$ cat src/rtl/riscv_fetch_ctrl_pkg.sv
// Shared fetch-stage types: FSM state encoding and next-pc source select.
package riscv_constants;

    typedef enum logic [2:0] {
        FETCH_IDLE,
        FETCH_REQ,
        FETCH_WAIT,
        FETCH_HOLD,
        FETCH_DROP,
        FETCH_HALT
    } fetch_state_e;

    typedef enum logic [2:0] {
        PC_SEL_HOLD,
        PC_SEL_SEQ,
        PC_SEL_REDIRECT,
        PC_SEL_TRAP,
        PC_SEL_MRET,
        PC_SEL_HALT
    } pc_sel_e;

    localparam int unsigned INST_BYTES = 4;

    // Any source other than hold/sequential throws away in-flight fetch work.
    function automatic logic is_flush(input pc_sel_e sel);
        return (sel != PC_SEL_HOLD) && (sel != PC_SEL_SEQ);
    endfunction

endpackage

$ cat src/rtl/riscv_fetch_next_pc.sv
// Combinational next-pc priority select: ecall > mret > redirect > sequential.
// RISCV_FETCH_TRAP_EN enables trap vectoring and mret; otherwise ecall requests a halt.
module riscv_fetch_next_pc
    import riscv_constants::*;
#(
    parameter int WORD_LENGTH = 32
) (
    input  logic                   ecall,
    input  logic                   mret,
    input  logic                   redirect_valid,
    input  logic                   seq_adv,
    input  logic [WORD_LENGTH-1:0] redirect_addr,
    input  logic [WORD_LENGTH-1:0] mtvec_addr,
    input  logic [WORD_LENGTH-1:0] mepc,
    input  logic [WORD_LENGTH-1:0] pc,
    output pc_sel_e                pc_sel,
    output logic [WORD_LENGTH-1:0] next_pc
);

    logic trap_hit;
    logic mret_hit;
    logic halt_hit;

`ifdef RISCV_FETCH_TRAP_EN
    assign trap_hit = ecall;
    assign mret_hit = mret;
    assign halt_hit = 1'b0;
`else
    logic unused_mret;
    assign unused_mret = mret;
    assign trap_hit    = 1'b0;
    assign mret_hit    = 1'b0;
    assign halt_hit    = ecall;
`endif

    always_comb begin
        pc_sel  = PC_SEL_HOLD;
        next_pc = pc;
        if (halt_hit) begin
            pc_sel = PC_SEL_HALT;
        end else if (trap_hit) begin
            pc_sel  = PC_SEL_TRAP;
            next_pc = mtvec_addr;
        end else if (mret_hit) begin
            pc_sel  = PC_SEL_MRET;
            next_pc = mepc;
        end else if (redirect_valid) begin
            pc_sel  = PC_SEL_REDIRECT;
            next_pc = redirect_addr;
        end else if (seq_adv) begin
            pc_sel  = PC_SEL_SEQ;
            next_pc = pc + WORD_LENGTH'(INST_BYTES);
        end
    end

endmodule

$ cat src/rtl/riscv_fetch_ctrl.sv
// Instruction fetch controller: single-outstanding imem requests, valid/ready to decode, flushes.
// Trap handling (ecall/mret vectoring) is built only with RISCV_FETCH_TRAP_EN defined.
module riscv_fetch_ctrl
    import riscv_constants::*;
#(
    parameter int                     WORD_LENGTH  = 32,
    parameter logic [WORD_LENGTH-1:0] RESET_VECTOR = '0
) (
    input  logic                   clk,
    input  logic                   x_reset,
    output logic                   imem_req,
    output logic [WORD_LENGTH-1:0] imem_addr,
    input  logic                   imem_gnt,
    input  logic                   imem_rvalid,
    input  logic [WORD_LENGTH-1:0] imem_rdata,
    output logic                   inst_valid,
    output logic [WORD_LENGTH-1:0] inst,
    output logic [WORD_LENGTH-1:0] inst_pc,
    input  logic                   inst_ready,
    input  logic                   redirect_valid,
    input  logic [WORD_LENGTH-1:0] redirect_addr,
    input  logic                   ecall,
    input  logic [WORD_LENGTH-1:0] ecall_pc,
    input  logic [WORD_LENGTH-1:0] mtvec_addr,
    input  logic                   mret,
    output logic [WORD_LENGTH-1:0] mepc_out,
    output logic                   halted
);

    fetch_state_e           state_q, state_d;
    logic [WORD_LENGTH-1:0] pc_q, pc_d;
    logic [WORD_LENGTH-1:0] inst_q, inst_d;
    logic [WORD_LENGTH-1:0] inst_pc_q, inst_pc_d;
    logic                   inst_valid_q, inst_valid_d;
    logic [WORD_LENGTH-1:0] mepc_q, mepc_d;
    logic                   halted_q, halted_d;

    pc_sel_e                pc_sel;
    logic [WORD_LENGTH-1:0] next_pc;
    logic                   active;
    logic                   flush;
    logic                   pending;

    riscv_fetch_next_pc #(.WORD_LENGTH(WORD_LENGTH)) u_next_pc (
        .ecall          (ecall),
        .mret           (mret),
        .redirect_valid (redirect_valid),
        .seq_adv        ((state_q == FETCH_WAIT) && imem_rvalid),
        .redirect_addr  (redirect_addr),
        .mtvec_addr     (mtvec_addr),
        .mepc           (mepc_q),
        .pc             (pc_q),
        .pc_sel         (pc_sel),
        .next_pc        (next_pc)
    );

    // Flush sources are only honoured once fetching has started and before a halt.
    assign active = (state_q == FETCH_REQ) || (state_q == FETCH_WAIT) ||
                    (state_q == FETCH_HOLD) || (state_q == FETCH_DROP);
    assign flush  = active && is_flush(pc_sel);

    // A granted-but-unanswered request must have its response swallowed.
    assign pending = ((state_q == FETCH_REQ) && imem_gnt) ||
                     (((state_q == FETCH_WAIT) || (state_q == FETCH_DROP)) && !imem_rvalid);

    always_comb begin
        state_d      = state_q;
        pc_d         = active ? next_pc : pc_q;
        inst_d       = inst_q;
        inst_pc_d    = inst_pc_q;
        inst_valid_d = inst_valid_q;
        mepc_d       = mepc_q;
        halted_d     = halted_q;

        case (state_q)
            FETCH_IDLE: state_d = FETCH_REQ;
            FETCH_REQ:  if (imem_gnt) state_d = FETCH_WAIT;
            FETCH_WAIT: begin
                if (imem_rvalid) begin
                    inst_d       = imem_rdata;
                    inst_pc_d    = pc_q;
                    inst_valid_d = 1'b1;
                    state_d      = FETCH_HOLD;
                end
            end
            FETCH_HOLD: begin
                if (inst_ready) begin
                    inst_valid_d = 1'b0;
                    state_d      = FETCH_REQ;
                end
            end
            FETCH_DROP: if (imem_rvalid) state_d = FETCH_REQ;
            default:    state_d = state_q;
        endcase

        if (flush) begin
            inst_d       = inst_q;
            inst_pc_d    = inst_pc_q;
            inst_valid_d = 1'b0;
            state_d      = pending ? FETCH_DROP : FETCH_REQ;
            if (pc_sel == PC_SEL_TRAP) mepc_d = ecall_pc;
            if (pc_sel == PC_SEL_HALT) begin
                state_d  = FETCH_HALT;
                halted_d = 1'b1;
            end
        end
    end

    always_ff @(posedge clk or negedge x_reset) begin
        if (!x_reset) begin
            state_q      <= FETCH_IDLE;
            pc_q         <= RESET_VECTOR;
            inst_q       <= '0;
            inst_pc_q    <= '0;
            inst_valid_q <= 1'b0;
            mepc_q       <= '0;
            halted_q     <= 1'b0;
        end else begin
            state_q      <= state_d;
            pc_q         <= pc_d;
            inst_q       <= inst_d;
            inst_pc_q    <= inst_pc_d;
            inst_valid_q <= inst_valid_d;
            mepc_q       <= mepc_d;
            halted_q     <= halted_d;
        end
    end

    assign imem_req   = (state_q == FETCH_REQ);
    assign imem_addr  = pc_q;
    assign inst_valid = inst_valid_q;
    assign inst       = inst_q;
    assign inst_pc    = inst_pc_q;
    assign mepc_out   = mepc_q;
    assign halted     = halted_q;

endmodule
$ cat config.mk
export PLATFORM = sky130hd
export DESIGN_NAME = riscv_fetch_ctrl
export DESIGN_NICKNAME = d
export VERILOG_FILES = /design/src/rtl/riscv_fetch_ctrl_pkg.sv /design/src/rtl/riscv_fetch_next_pc.sv /design/src/rtl/riscv_fetch_ctrl.sv
export SDC_FILE = /design/constraint.sdc
export NUM_CORES = 1
export LEC_CHECK = 0
export ABC_AREA = 1
export CORE_AREA = 4 4 133 135
export CTS_BUF_LIST = sky130_fd_sc_hd__clkbuf_8
export DETAILED_ROUTE_END_ITERATION = 6
export DIE_AREA = 0 0 137 139
export GPL_TIMING_DRIVEN = 1
export PLACE_DENSITY = 0.77
export SLEW_MARGIN = 20
export SYNTH_ARGS = -nofsm -noshare
export SYNTH_HDL_FRONTEND = slang
export SYNTH_SLANG_ARGS = --single-unit
$ cat constraint.sdc
create_clock -name clk -period 1.35 [get_ports clk]
set_input_delay 0.135 -clock clk [delete_from_list [all_inputs] [get_ports clk]]
set_output_delay 0.135 -clock clk [all_outputs]
set_load 0.01 [all_outputs]
# --- Word level (Yosys, flattened, before mapping) ---
# Cells that the tools add are included.
totals:
  reg_bits: 133
  input_bits: 136
  wordCells: 60
op_classes:
  add_sub_neg: 1
  n_eq_ne: 11
  muxes: 17
  bitwise: 2
  n_reduce_logical: 22
ops:
  columns: ["cell", "count"]
  rows:
  - ["2-to-1 mux 32 bit", 2]
  - ["adder 32 x 3 -> 32 bit, second input constant", 1]
  - ["2-to-1 mux 3 bit", 9]
  - ["case mux 3 bit (5 select lines)", 1]
  - ["equality test 3 x 2 -> 1 bit, second input constant", 3]
  - ["inequality test 3 bit, second input constant", 3]
  - ["AND reduction 3 bit", 3]
  - ["equality test 3 bit, second input constant", 2]
  - ["inequality test 3 x 1 -> 1 bit, second input constant", 2]
  - ["nonzero test 3 bit", 2]
  - ["nonzero test 6 bit", 1]
  - ["logical AND 1 bit", 5]
  - ["logical OR 1 bit", 5]
  - ["AND reduction 5 bit", 1]
  - ["2-to-1 mux 1 bit", 4]
  - ["AND reduction 2 bit", 2]
  - ["equality test 3 x 1 -> 1 bit, second input constant", 1]
  - ["logical NOT 3 bit", 1]
  - ["inverter 1 bit", 2]
  - ["case mux 1 bit (2 select lines)", 1]
  - ["nonzero test 2 bit", 1]
  - ["logical NOT 1 bit", 1]

# --- Depth between registers and ports, before layout ---
# Gate-level depths: netlist of the first run.
depth:
  depth_word: 10
  mapped_depth: 11
  depth_no_buf: 11

# --- Modules after synthesis ---
# Synthesis of the first run repeated with hierarchy kept, for this count alone.
hier_totals:
  cells_unflattened: 813
  area_unflattened_um2: 6907.9
modules_own_cells:
  columns: ["mod", "n_inst", "cells_per_inst", "area_per_inst_um2", "seq_area_each_um2"]
  rows:
  - ["riscv_fetch_ctrl", 1, 500, 5351.4, 3328.2]
  - ["riscv_fetch_next_pc", 1, 313, 1556.5, 0.0]

# --- Worst setup path after synthesis of the first run ---
# No wires, ideal clock.
synth_path:
  kind: "reg-to-reg"
  start: "register pc_q[4] (netlist: imem_addr[4])"
  end: "register pc_q[27] (netlist: imem_addr[27])"
  setup_time_ns: 0.116
  arrival_time_ns: 1.390
  required_ns: 1.234
  slack_ns: -0.156
  stages_incl_launch_ff: 11
  n_path_buf: 1
  period_less_slack_ns: 1.506
  path_cell_list: "dfrtp_1 > buf_2 > nand2_1 > nor2_1 > nand2_1 > nor2_2 > nand2_1 > nand2_1 > nand3_1 > nand2_1 > nand2_1"
synth_between:
  elab_chain_len: 3
synth_lines:
  columns: ["item", "line_no", "text"]
  rows:
  - ["start, declared", "riscv_fetch_ctrl.sv:31", "logic [WORD_LENGTH-1:0] pc_q, pc_d;"]
  - ["start signal, assigned", "riscv_fetch_ctrl.sv:120", "pc_q <= pc_d;"]
  - ["adder 32 x 3 -> 32 bit", "riscv_fetch_next_pc.sv:52", "next_pc = pc + WORD_LENGTH'(INST_BYTES);"]
  - ["2-to-1 mux 32 bit", "riscv_fetch_next_pc.sv:50", "end else if (seq_adv) begin"]
  - ["2-to-1 mux 32 bit", "riscv_fetch_next_pc.sv:47", "end else if (redirect_valid) begin"]
# No other way between the ends. The select of a mux whose other input is x is not followed.
# A chain may end at the register's enable or synchronous reset.

# --- Worst setup path in the final report of the first run ---
layout_path:
  start: "register state_q[0]"
  end: "register pc_q[5] (netlist: imem_addr[5])"
layout_between:
  elab_chain_len: 5
  word_cells_on_any_way: 10
layout_lines:
  columns: ["item", "line_no", "text"]
  rows:
  - ["start, declared", "riscv_fetch_ctrl.sv:30", "fetch_state_e state_q, state_d;"]
  - ["start signal, assigned", "riscv_fetch_ctrl.sv:119", "state_q <= state_d;"]
  - ["equality test 3 x 1 -> 1 bit / equality test 3 x 2 -> 1 bit (equally long branches)", "riscv_fetch_ctrl.sv:58, riscv_fetch_ctrl.sv:48", null]
  - ["logical OR 1 bit (2 in series)", "riscv_fetch_ctrl.sv:58", "assign active = (state_q == FETCH_REQ) || (state_q == FETCH_WAIT) ||"]
  - ["logical OR 1 bit", "riscv_fetch_ctrl.sv:59", "(state_q == FETCH_HOLD) || (state_q == FETCH_DROP);"]
  - ["AND reduction 3 bit (no source line) *", null, null]
# Every way passes the cells marked *; elsewhere a longest branch is shown, timed or not.

==> results of run 1 <==
layout by cell type (no fill, tap or decap), types with 4 or more instances in the layout:
| cell type | instances |
|---|---|
| nand3_1 | 40 |
| buf_4 | 104 |
| clkdlybuf4s50_1 | 69 |
| o21ai_2 | 74 |
| buf_2 | 22 |
| buf_6 | 25 |
| nand4_1 | 4 |
| nor2_4 | 16 |
| dlygate4sd2_1 | 83 |
| inv_6 | 4 |
| buf_16 | 5 |
| dfrtp_1 | 127 |
| nand2_2 | 61 |
| dfrtp_2 | 6 |
| nand2_4 | 27 |
| a21oi_1 | 5 |
| o211ai_1 | 4 |
| o21ai_0 | 13 |
| clkbuf_8 | 17 |
| inv_2 | 5 |
| clkbuf_16 | 4 |
| buf_12 | 13 |
| nor2_1 | 58 |
| nor2_2 | 27 |
| inv_1 | 76 |
| nand2_1 | 160 |
| clkinvlp_4 | 5 |
| clkdlybuf4s15_1 | 21 |
worst max-delay path, cell delays in order (launching register included):
cell and delay, ns:
dfrtp_2 0.46, nor2_4 0.13, nand2_2 0.08, nand2_4 0.10
buf_6 0.11, nand3_4 0.09, buf_12 0.15, buf_12 0.14
buf_8 0.13, nand2_4 0.05, o21ai_2 0.05
report_power, final:
group | internal, mW | switching (mW) | total, mW
combinational | 4.87 | 5.01 | 9.87
clock | 1.69 | 1.76 | 3.45
sequential | 5.08 | 0.881 | 5.96
total | 11.6 | 7.65 | 19.3
layout make-up:
cell class / count / area [sq um]
multi-input combinational: 507 / 3070
tap: 220 / 275
sequential: 133 / 3340
inverter: 84 / 325
clock buffer: 17 / 234
timing repair buffer: 350 / 3350
fill: 1334 / 5700
clock inverter: 15 / 173
cell families (layout without fill, tap and decap cells):
logic type,Yosys count,in the layout,synth area share (%)
buf+inv,143,466,10.5
compound gates,103,103,12.7
fa+ha+maj,1,1,0.193
flops,133,133,51.4
simple gates,403,403,25.2
repair_timing:
| action | in CTS | in global routing |
|---|---|---|
| buffers inserted | 37 | 16 |
| setup endpoints to repair | 231 | 116 |
| endpoints found under the hold margin | 133 | 0 |
| gates cloned | 5 | 5 |
| pin swaps | 12 | 31 |
| hold buffers | 1 | 0 |
| gates resized for setup | 312 | 147 |
registers in the layout (all words and copies together) (netlist names):
register    count
imem_addr      32
inst           32
inst_pc        32
mepc_out       32
state_q         3
halted          1
inst_valid      1
layer usage:
layer	global-route usage (%)	routed length (microns)	share of wire, %
met5	0	0	0
met2	35.6	10800	50
met3	5.81	1620	7.5
met1	26.8	8610	40
met4	6.41	420	2.0
per-stage QoR:
stage          hold WS [ns]  power, mW  setup TNS (ns)  utilization (%)
3_3_place_gp         0.0565       13.9          -25.46             56.3
3_5_place_dp         0.0566       14.1          -26.88             56.3
5_1_grt               0.127       20.4          -26.40             65.4
2_1_floorplan        -0.161       9.51           -4.84                -
6_report              0.137       19.3          -19.15             65.4
4_1_cts               0.125       18.1          -16.24             61.6
worst max path at each step:
stage,depth (start not counted),startpoint,endpoint
floorplan,8,state_q[0],inst_pc[16]
global placement,8,redirect_valid,imem_addr[19]
detailed placement,8,redirect_valid,imem_addr[19]
CTS,4,state_q[2],imem_req
global route,11,state_q[0],imem_addr[22]
finish,10,state_q[0],imem_addr[5]
==> impl_metrics.py, run 1 <==
metrics = {
    "power_and_ir_drop": {
        "ir_worst_vdd_uv": 949,
        "cellLeakagePower_nw": 5.44,
        "power_density_mw_per_mm2": 1790,
    },
    "floorplan": {
        "die_h_microns": 139,
        "boundaryPins": 267,
        "rows": 47,
        "die_x_microns": 137,
        "coreArea_sq_mm": 0.0165,
        "initial_utilization_pct": 39.3,
        "dieArea_sq_mm": 0.0190,
    },
    "timing": {
        "setup_slack_ns": -0.263,
        "period_share_pct": 120,
        "maxSlewHeadroom_pct": 76.2,
        "fmax_ghz": 0.620,
        "worst_pin_slew_ns": 0.358,
        "drv_slew": 0,
        "hold_viol": 0,
        "clock_skew_ns": 0.00863,
        "report.final.setup_viol": 100,
        "rsz0062_at_grt": "true",
        "min_period_ns": 1.61,
    },
    "min_path": {
        "min_path_type": "in2async",
    },
    "run_status": {
        "status": "finished with violations",
        "failed_checks": "setup timing",
    },
    "global_routing": {
        "overflow": 0,
        "grt_max_degree": 40,
        "grt_pass1_vias": 6061,
        "grt_pass1_wl_microns": 31600,
        "antenna_found_initial": 0,
        "grt_usage_pct": 21.3,
    },
    "cts": {
        "cts_buffer_depth": 2,
        "clk_latency_ns": 0.45,
        "cts_root_buffer": "clkbuf_8",
        "htreeDepth": 4,
        "clock_sinks": 133,
        "worst_setup_hold_path_clk_slew_ns": 0.08,
        "cts_buffers": 17,
        "cts_tree": "built",
    },
    "layout": {
        "areaGrowthSynthToFinish_pct": 66.4,
        "stdcell_count": 1326,
        "final_cell_area_sq_mm": 0.0108,
        "antenna_cells": 0,
        "drive_gt1_share_pct": 39.8,
        "nets": 1230,
    },
    "worst_setup_path": {
        "path_class": "reg2reg",
        "r2r-start": "state_q[0]",
        "ff2ff_setup_slack_ns": -0.26,
        "critPathMaxFanout": 6,
        "worstPathArrival_ns": 1.95,
        "rr_worst_depth": 10,
        "endpoint_kind": "register",
        "required_ns": 1.69,
        "reg2reg_to": "imem_addr[5]",
        "start_kind": "register",
    },
    "drt": {
        "routed_via_density": 4.80,
        "wire_per_inst_microns": 16.2,
        "wl_microns": 21500,
        "drt-pass1-iter-count": 5,
        "route.vias.total": 6370,
        "drt-initial-drc-count": 371,
        "ant_nets": 0,
        "drc": 0,
    },
    "synth": {
        "netlist_area_sq_mm": 0.00647,
        "synth_seq_cells": 133,
        "synth_ff_type": "dfrtp_1",
        "synth_fp_nets": 920,
        "yosys_warnings": 0,
        "synth_top_cell_area_share_pct": 51.4,
        "seq_area_frac_synth_pct": 51.4,
        "synth_common_cells": "nand2_1, dfrtp_1, nor2_1",
        "async_reset_ff_share_pct": 100,
        "synth.most_common_cell": "nand2_1",
        "yosysTopAreaCell": "dfrtp_1",
        "ys_types": 29,
        "synth_area_leaders": "dfrtp_1, nand2_1, o21ai_2",
        "syn_inst": 783,
        "synth_edf_count": 0,
        "syn_avg_cell_area_sq_um": 8.27,
    },
    "place": {
        "gp_congestion": 0.890,
        "place.port_buffers": 201,
        "dp.cells": 1238,
        "place_area_sq_mm": 0.00928,
        "pre_cts_slack_ns": -0.368,
        "place_hpwl_microns": 14500,
    },
    "run": {
        "maxCapViolCount": 0,
    },
}
Power figures use the tool's default switching activity.
==> inputs of run 2 (changes only) <==
--- a/config.mk
+++ b/config.mk
@@ -5,13 +5,13 @@
 export SDC_FILE = /design/constraint.sdc
 export NUM_CORES = 1
 export LEC_CHECK = 0
-export ABC_AREA = 1
-export CORE_AREA = 4 4 133 135
+export CORE_AREA = 4 4 127 129
 export CTS_BUF_LIST = sky130_fd_sc_hd__clkbuf_8
 export DETAILED_ROUTE_END_ITERATION = 6
-export DIE_AREA = 0 0 137 139
+export DIE_AREA = 0 0 131 133
 export GPL_TIMING_DRIVEN = 1
-export PLACE_DENSITY = 0.77
+export PLACE_DENSITY = 0.78
+export RECOVER_POWER = 100
 export SLEW_MARGIN = 20
 export SYNTH_ARGS = -nofsm -noshare
 export SYNTH_HDL_FRONTEND = slang
==> run 2 against run 1 <==
Effect of this change: the flow still finishes with violations (setup timing); highest routed layer unchanged; worst setup slack got worse by 0.13 ns; clock power increased by 2%; flip-flop and latch count unchanged; largest cell class is now flip-flops and latches; die area decreased by 8.5%; register-to-register slack got worse by 0.13 ns; synthesized cell count decreased by 20%.
==> impl_metrics.py, run 2 <==
metrics = {
    "run_status": {
        "status": "finished with violations",
        "failed_checks": "setup timing",
    },
    "layout": {
        "fin_util_pct": 67.1,
        "antenna_cells": 0,
        "final_cell_mix": "nand2_1, dfrtp_1, dlygate4sd2_1",
        "nets": 1059,
        "drive_gt1_share_pct": 37.9,
        "areaGrowthSynthToFinish_pct": 75.6,
        "final_common_cell": "nand2_1",
    },
    "power_and_ir_drop": {
        "p_total_mw": 9.21,
        "power_density_mw_per_mm2": 913,
        "ir_worst_vdd_uv": 618,
        "cellLeakagePower_nw": 5.36,
    },
    "worst_setup_path": {
        "crit_slowest_cell": "dfrtp_2",
        "critPathLaunch": "state_q[2]",
        "path_depth": 9,
        "start_kind": "register",
        "crit_chain": "buf_6 -> buf_12 -> nor2_4 -> nand4_1 -> buf_12 -> buf_12 -> buf_16 -> nand2_2 -> nand2_1",
        "r2r-start": "state_q[2]",
        "worstPathArrival_ns": 2.08,
        "cp.buffers_inverters": 5,
        "crit_top_cell": "buf_12",
        "rr_worst_depth": 9,
        "worst_path_largest_cell_delay_ns": 0.42,
        "endpoint_kind": "register",
        "path_class": "reg2reg",
        "critPathMaxFanout": 8,
        "required_ns": 1.69,
        "critPathTopFamily": "buffers and inverters",
    },
    "global_routing": {
        "grt_usage_pct": 23.6,
        "grt_pass1_wl_microns": 31600,
        "antenna_found_initial": 0,
        "overflow": 0,
        "grt_max_degree": 46,
        "grt_pass1_vias": 5741,
    },
    "timing": {
        "clock_skew_ns": 0.00929,
        "rsz0062_at_grt": "true",
        "maxSlewHeadroom_pct": 22.6,
        "setup_slack_ns": -0.392,
        "report.final.setup_viol": 102,
        "worst_hold_slack_ns": 0.206,
        "drv_slew": 0,
        "min_period_ns": 1.74,
        "worst_pin_slew_ns": 1.16,
        "hold_viol": 0,
        "fmax_ghz": 0.574,
        "period_share_pct": 129,
    },
    "floorplan": {
        "coreArea_sq_mm": 0.0150,
        "rows": 45,
        "boundaryPins": 267,
        "initial_utilization_pct": 38.2,
        "die_x_microns": 131,
        "dieArea_sq_mm": 0.0174,
        "die_h_microns": 133,
    },
    "synth": {
        "synth_fp_nets": 764,
        "synth_ff_type": "dfrtp_1",
        "async_reset_ff_share_pct": 100,
        "yosys_warnings": 0,
        "ys_types": 54,
        "yosysTopAreaCell": "dfrtp_1",
        "synth_top_cell_area_share_pct": 57.9,
        "synth_edf_count": 0,
        "netlist_area_sq_mm": 0.00575,
        "synth_area_leaders": "dfrtp_1, nand2_1, clkbuf_1",
        "synth_seq_cells": 133,
        "syn_inst": 627,
        "syn_avg_cell_area_sq_um": 9.17,
        "synth_common_cells": "nand2_1, dfrtp_1, clkbuf_1",
        "synth.most_common_cell": "nand2_1",
        "seq_area_frac_synth_pct": 57.9,
    },
    "drt": {
        "wire_per_inst_microns": 19.2,
        "wl_microns": 21500,
        "drc": 0,
        "ant_nets": 0,
        "drt-pass1-iter-count": 5,
        "routed_via_density": 5.26,
        "drt-initial-drc-count": 449,
        "route.vias.total": 5904,
    },
    "place": {
        "place_hpwl_microns": 12800,
        "gp_congestion": 0.851,
        "place.port_buffers": 201,
        "pre_cts_slack_ns": -0.403,
    },
    "cts": {
        "cts_buffer_depth": 2,
        "clk_latency_ns": 0.45,
        "htreeDepth": 4,
        "clock_sinks": 133,
        "cts_tree": "built",
        "worst_setup_hold_path_clk_slew_ns": 0.08,
        "cts_root_buffer": "clkbuf_8",
        "cts_buffers": 17,
    },
    "min_path": {
        "min_path_type": "in2reg",
        "holdPathStages": 3,
        "hp-start": "imem_rdata[3]",
    },
    "run": {
        "maxCapViolCount": 0,
    },
}
[run 2: cell count changes after synthesis, sizes merged, moves of 7 or more]
cell	previous run	this run
a21oi	5	33
and3	0	7
clkbuf	38	56
inv	84	5
nand2	248	201
nand3	45	23
nor2	101	19
nor3	3	10
o21ai	89	31
o22ai	1	11
[run 2: final cells by class]
cell class,count,area (sq um)
Inverter,5,18.8
Fill cell,1177,4940
Clock buffer,20,275
Clock inverter,12,138
Multi-Input combinational cell,421,2780
Sequential cell,133,3340
Timing Repair Buffer,344,3310
Tap cell,188,235
[run 2: power by group]
group	leakage, nW	internal [mW]	switching, mW
clock	0.216	1.94	1.57
sequential	1.81	4.11	0.105
combinational	3.34	0.758	0.728
[run 2: per-layer routing]
metal	GRT usage (%)	share of wire (%)	vias up
met2	38.0	50	293
met3	5.81	7.2	48
li1	-	-	2720
met4	8.34	2.8	0
met5	0	0	-
met1	30.8	40	2843
[run 2: worst paths after layout]
check / end / slack (ns)
worst min register to register: mepc_out[0] / 0.37
worst min-delay path: inst[3] / 0.21
worst max-delay path: inst_pc[2] / -0.39
max in group asynchronous: inst[23] / 0.10
worst max register to register: inst_pc[2] / -0.39
min in group asynchronous: inst_pc[0] / 0.44
[run 2: logic make-up after synthesis]
kind of cell | Yosys count | share of synthesized area, %
AND/OR/NAND/NOR | 300 | 23.1
flip-flops | 133 | 57.9
AO/OA/AOI/OAI | 111 | 12.2
buffers and inverters | 76 | 5.49
multiplexers | 5 | 0.914
XOR/XNOR | 1 | 0.152
adder cells (fa/ha/maj) | 1 | 0.218
[run 2: repair_timing]
action,in CTS,in global routing
cloned,14,0
pin swaps,26,52
resized for setup,310,145
hold buffers,1,0
setup endpoints to repair,231,108
buffers inserted,39,9
endpoints found under the hold margin,133,0
[run 2: worst register-to-register path: cells and delay by family (launching register included)]
family	cells	cell delay, ns
buffers and inverters	5	0.75
and+or+nand+nor	4	0.46
DFF	1	0.42
[run 2: per-stage QoR]
step                      setup TNS [ns]  cell area [sq um]  instances
after floorplan                    -6.06               6010        627
after global placement            -28.80               8610       1040
after detailed placement          -30.20               8610       1040
after CTS                         -23.60               9730       1123
after global routing              -43.35              10100       1123
final                             -30.36              10100       1123
